$ cat src/rtl/instr_fetch_unit.sv
// Instruction fetch stage: holds the PC, fetches over a valid/ready request plus response-valid bus, and presents decoded fields.
// Optional misaligned-redirect fault: define FETCH_MISALIGN_CHECK_EN.
module instr_fetch_unit #(
  parameter int unsigned     XLEN      = 32,
  parameter logic [XLEN-1:0] RESET_PC  = 32'h0000_0000,
  parameter logic [XLEN-1:0] NOP_INSTR = 32'h0000_0013
) (
  input  logic            clk,
  input  logic            rst_n,
  output logic            imem_req_valid,
  input  logic            imem_req_ready,
  output logic [XLEN-1:0] imem_addr,
  input  logic            imem_rsp_valid,
  input  logic [XLEN-1:0] imem_rdata,
  input  logic            pc_src,
  input  logic [XLEN-1:0] pc_target,
  input  logic            instr_ready,
  output logic            instr_valid,
  output logic [XLEN-1:0] instr,
  output logic [XLEN-1:0] pc,
  output logic [XLEN-1:0] pc_plus4,
  output logic [6:0]      opcode,
  output logic [2:0]      funct3,
  output logic [6:0]      funct7,
  output logic [4:0]      rd,
  output logic [4:0]      rs1,
  output logic [4:0]      rs2,
  output logic            fetch_fault
);

  typedef enum logic [2:0] {
    ST_IDLE,
    ST_REQ,
    ST_WAIT,
    ST_HOLD
`ifdef FETCH_MISALIGN_CHECK_EN
    ,
    ST_FAULT
`endif
  } state_t;

  state_t          r_state;
  state_t          w_state_next;
  logic [XLEN-1:0] r_pc;
  logic [XLEN-1:0] w_pc_next;
  logic [XLEN-1:0] r_instr;
  logic [XLEN-1:0] w_instr_next;
  logic [XLEN-1:0] w_pc_plus4;

  assign w_pc_plus4 = r_pc + XLEN'(32'd4);

  // State, PC and instruction register
  always_ff @(posedge clk or negedge rst_n) begin
    if (!rst_n) begin
      r_state <= ST_IDLE;
      r_pc    <= RESET_PC;
      r_instr <= NOP_INSTR;
    end else begin
      r_state <= w_state_next;
      r_pc    <= w_pc_next;
      r_instr <= w_instr_next;
    end
  end

  // Next-state logic; responses outside WAIT and redirects outside an accepted HOLD are ignored
  always_comb begin
    w_state_next = r_state;
    w_pc_next    = r_pc;
    w_instr_next = r_instr;
    case (r_state)
      ST_IDLE: w_state_next = ST_REQ;
      ST_REQ: begin
        if (imem_req_ready) w_state_next = ST_WAIT;
      end
      ST_WAIT: begin
        if (imem_rsp_valid) begin
          w_instr_next = imem_rdata;
          w_state_next = ST_HOLD;
        end
      end
      ST_HOLD: begin
        if (instr_ready) begin
`ifdef FETCH_MISALIGN_CHECK_EN
          if (pc_src && (pc_target[1:0] != 2'b00)) begin
            w_state_next = ST_FAULT;
          end else begin
            w_state_next = ST_REQ;
            w_pc_next    = pc_src ? pc_target : w_pc_plus4;
          end
`else
          w_state_next = ST_REQ;
          w_pc_next    = pc_src ? pc_target : w_pc_plus4;
`endif
        end
      end
`ifdef FETCH_MISALIGN_CHECK_EN
      ST_FAULT: w_state_next = ST_FAULT;
`endif
      default: w_state_next = ST_IDLE;
    endcase
  end

  assign imem_req_valid = (r_state == ST_REQ);
  assign imem_addr      = r_pc;
  assign instr_valid    = (r_state == ST_HOLD);
  assign instr          = r_instr;
  assign pc             = r_pc;
  assign pc_plus4       = w_pc_plus4;

`ifdef FETCH_MISALIGN_CHECK_EN
  assign fetch_fault = (r_state == ST_FAULT);
`else
  assign fetch_fault = 1'b0;
`endif

  assign opcode = r_instr[6:0];
  assign rd     = r_instr[11:7];
  assign funct3 = r_instr[14:12];
  assign rs1    = r_instr[19:15];
  assign rs2    = r_instr[24:20];
  assign funct7 = r_instr[31:25];

endmodule

$ cat config.mk
export PLATFORM = sky130hd
export DESIGN_NAME = instr_fetch_unit
export DESIGN_NICKNAME = d
export VERILOG_FILES = /design/src/rtl/instr_fetch_unit.sv
export SDC_FILE = /design/constraint.sdc
export NUM_CORES = 1
export LEC_CHECK = 0
export CORE_UTILIZATION = 42
export DETAILED_ROUTE_END_ITERATION = 10
export PLACE_DENSITY_LB_ADDON = 0.1
export REMOVE_ABC_BUFFERS = 1
export SYNTH_ARGS = -nofsm -noshare
export SYNTH_HDL_FRONTEND = slang
export SYNTH_SLANG_ARGS = --single-unit
$ cat constraint.sdc
create_clock -name clk -period 2.8 [get_ports clk]
set_input_delay 0.56 -clock clk [delete_from_list [all_inputs] [get_ports clk]]
set_output_delay 0.56 -clock clk [all_outputs]
set_load 0.02 [all_outputs]
==> results.ini <==
[power_and_ir_drop]
leakagePower_nw=2.77
power.density_nw_per_um2=1300
peakVddDrop_mv=0.826
total_power_mw=8.62

[cts]
clkTransAtPathRegs_ns=0.08
cts_made_buffers=9
cts_hold_buf=0
clk_path_buf_depth=2
root_buffer=clkbuf_8
cts_tree=done
clk-insertion-delay-late_ns=0.34
cts_setup_buffers=0
ctsResizeCount=29
cts_sinks=66
cts.htree.levels=3

[route]
drt_iter0_markers=143
wl_um=12400
firstDrtPassIters=5
vias=3928
vias_per_cell=5.08
post-route-drc-count=0
wl_per_cell_um=16.1
drtAntennaViolNets=0

[worst_setup_path]
critPathLaunchType=flop
regToRegStartpoint=imem_addr[5]$_DFFE_PN0P_
cp.arrival_ns=2.12
critPathKind=flop to output pin
cpPeakStageDelay_ns=0.62
crit_top_cell=and3_1
slowest_stage=clkdlybuf4s50_1
cp-end-kind=output pin
cp_cell_sequence=ha_1, and3_1, and3_1, xnor2_1, clkdlybuf4s50_1
path_max_fanout=4
reg2reg_slack_ns=0.88
worstPathRequired_ns=2.24
reg2reg_depth=6
rr_endpoint=imem_addr[21]$_DFFE_PN0P_

[logic_synthesis]
synth-seq-area-share=0.395
syn-instance-count=441
synth_seq_cells=66
yosys_warnings=0
synth_top_area_share=0.376
synthArstFlopShare=1.00
ys.flop_type=dfrtp_1
synth.distinct_cells=45
synth.avg_cell_area_um2=9.51
synth_top_cell_by_area=dfrtp_1
synth.top_cells.by_area=dfrtp_1, buf_4, mux2_2, xnor2_1, nand3_1
syn_area_um2=4190
synth_edf_count=0

[sta]
fin_crit_ns=2.68
setup_viol=0
timing.fmax_ghz=0.373
finClkSkew_ns=0.0107
rsz0062_at_grt=yes
post-route-period-util=0.957
hold_viol=0
max_slew.worst_pin.slew_ns=0.544
maxSlewViolCount=0
maxSlewHeadroom=0.637

[grt]
grt_first_pass_wirelength_um=19400
grt_pass1_vias=3972
antenna_found_initial=0
grt-ovfl-total=0
grtUsageTotal=0.244
grt_start_max_net_pins=46

[floorplan]
coreArea_um2=9730
pin_count=233
start_util=0.431
die_y_um=102
dieWidth_um=102
row_count=36
die_area_um2=10400

[finish]
area_delta_synth_final_pct=58.7
drive_above_1_share=0.195
postLayoutCoreUtil=0.684
fin_area_um2=6650
layout.nets=709
antenna_cells=0
instances_no_fill=773

[min_path]
hp-class=input pin to asynchronous set/reset pin

[outcome]
status=completed

[place]
dp.cells=757
io_buffer_count=231
placed_area_um2=6420
hpwl_um=9340
gp_congestion=0.811

[job]
maxCapViolCount=0

## stage by stage
step	TNS [ns]	worst slack [ns]	hold WS (ns)
finish	0	0.119	0.149
global route	-0.0191	-0.0179	0.160
CTS	0	0.00276	0.144
detailed placement	0	0.0162	0.517
global placement	0	0.0683	0.515
floorplan	0	0.135	0.264
## sequential cells by signal, indices dropped and copies added (netlist names)
name / count
instr: 32
r_state: 2
imem_addr: 32
## metal layers
layer	track usage	wire length, um	vias to the layer above
met3	0.0595	954	18
met2	0.442	6420	172
met1	0.276	4860	1863
li1	-	-	1875
met5	0	0	-
met4	0.0923	218	0
## worst max-delay path, delay by kind of cell, from the launching register on
kind / cells / cell delay, ns
xor+xnor: 1 / 0.14
fa+ha+maj: 1 / 0.22
buf+inv: 1 / 0.62
flops: 1 / 0.40
simple gates: 2 / 0.39
## kinds of logic (layout without fill, tap and decap cells)
| kind of cell | count (synthesis) | in the layout | synth area share |
|---|---|---|---|
| AOI/OAI and AO/OA | 71 | 71 | 0.107 |
| xor gates and xnor gates | 28 | 28 | 0.0585 |
| adders and majority gates | 4 | 4 | 0.0119 |
| buffers and inverters | 104 | 303 | 0.157 |
| DFF | 66 | 66 | 0.395 |
| muxes | 39 | 39 | 0.103 |
| other | 1 | 1 | 0.000894 |
| and+or+nand+nor | 128 | 128 | 0.168 |
## synthesized netlist by cell type, types with 5 or more instances
master     n
nand3_1   26
nand2_1   32
xor2_1    11
inv_1      9
buf_1      5
dfrtp_1   63
clkbuf_1  17
o21ai_0   16
mux2_2    34
o22a_1     7
xnor2_1   17
a31oi_1    8
nor4_1     7
o21a_1     8
mux2i_1    5
and3_1     7
nand4_1    9
a21oi_1   19
buf_4     70
nor2_1    13
nor3_1    10
## cell usage in the layout (no fill, tap or decap), drive strengths merged, types with 5 or more instances in the layout
| cell type | netlist | layout |
|---|---|---|
| a21oi | 19 | 19 |
| mux2 | 34 | 34 |
| clkdlybuf4s50 | 0 | 208 |
| nand3 | 28 | 28 |
| nand4 | 9 | 9 |
| dfrtp | 63 | 63 |
| a31oi | 8 | 8 |
| xnor2 | 17 | 17 |
| o22a | 7 | 7 |
| nor4 | 7 | 7 |
| buf | 77 | 48 |
| dlygate4sd2 | 0 | 12 |
| nand2 | 33 | 33 |
| nor2 | 13 | 13 |
| inv | 9 | 9 |
| clkbuf | 18 | 17 |
| xor2 | 11 | 11 |
| nor3 | 10 | 10 |
| mux2i | 5 | 5 |
| and4 | 6 | 6 |
| o21ai | 16 | 16 |
| o21a | 8 | 8 |
| and3 | 9 | 9 |
## worst max path at each step
stage | slack (ns) | cells after the start | start | endpoint
3_5_place_dp | 0.02 | 7 | imem_addr[3]$_DFFE_PN0P_ | pc_plus4[28]
2_1_floorplan | 0.14 | 4 | imem_addr[9]$_DFFE_PN0P_ | pc_plus4[24]
6_report | 0.12 | 5 | imem_addr[2]$_DFFE_PN0P_ | pc_plus4[8]
3_3_place_gp | 0.07 | 7 | imem_addr[2]$_DFFE_PN0P_ | pc_plus4[28]
4_1_cts | 0.003 | 6 | imem_addr[3]$_DFFE_PN0P_ | pc_plus4[24]
5_1_grt | -0.02 | 7 | imem_addr[3]$_DFFE_PN0P_ | pc_plus4[22]
## where the power goes
group,internal [mW],leakage (nW),switching (mW)
Sequential,1.45,0.757,0.419
Combinational,2.80,1.89,2.97
Clock,0.591,0.123,0.386
## cell type report
cell class                      count  area, um^2
Clock inverter                      7         118
Tap cell                          133         166
Clock buffer                        9         124
Fill cell                         790        3080
Inverter                            9        33.8
Multi-Input combinational cell    271        1920
Timing Repair Buffer              278        2630
Sequential cell                    66        1660
Note: power is estimated with default switching activity, not from simulation.
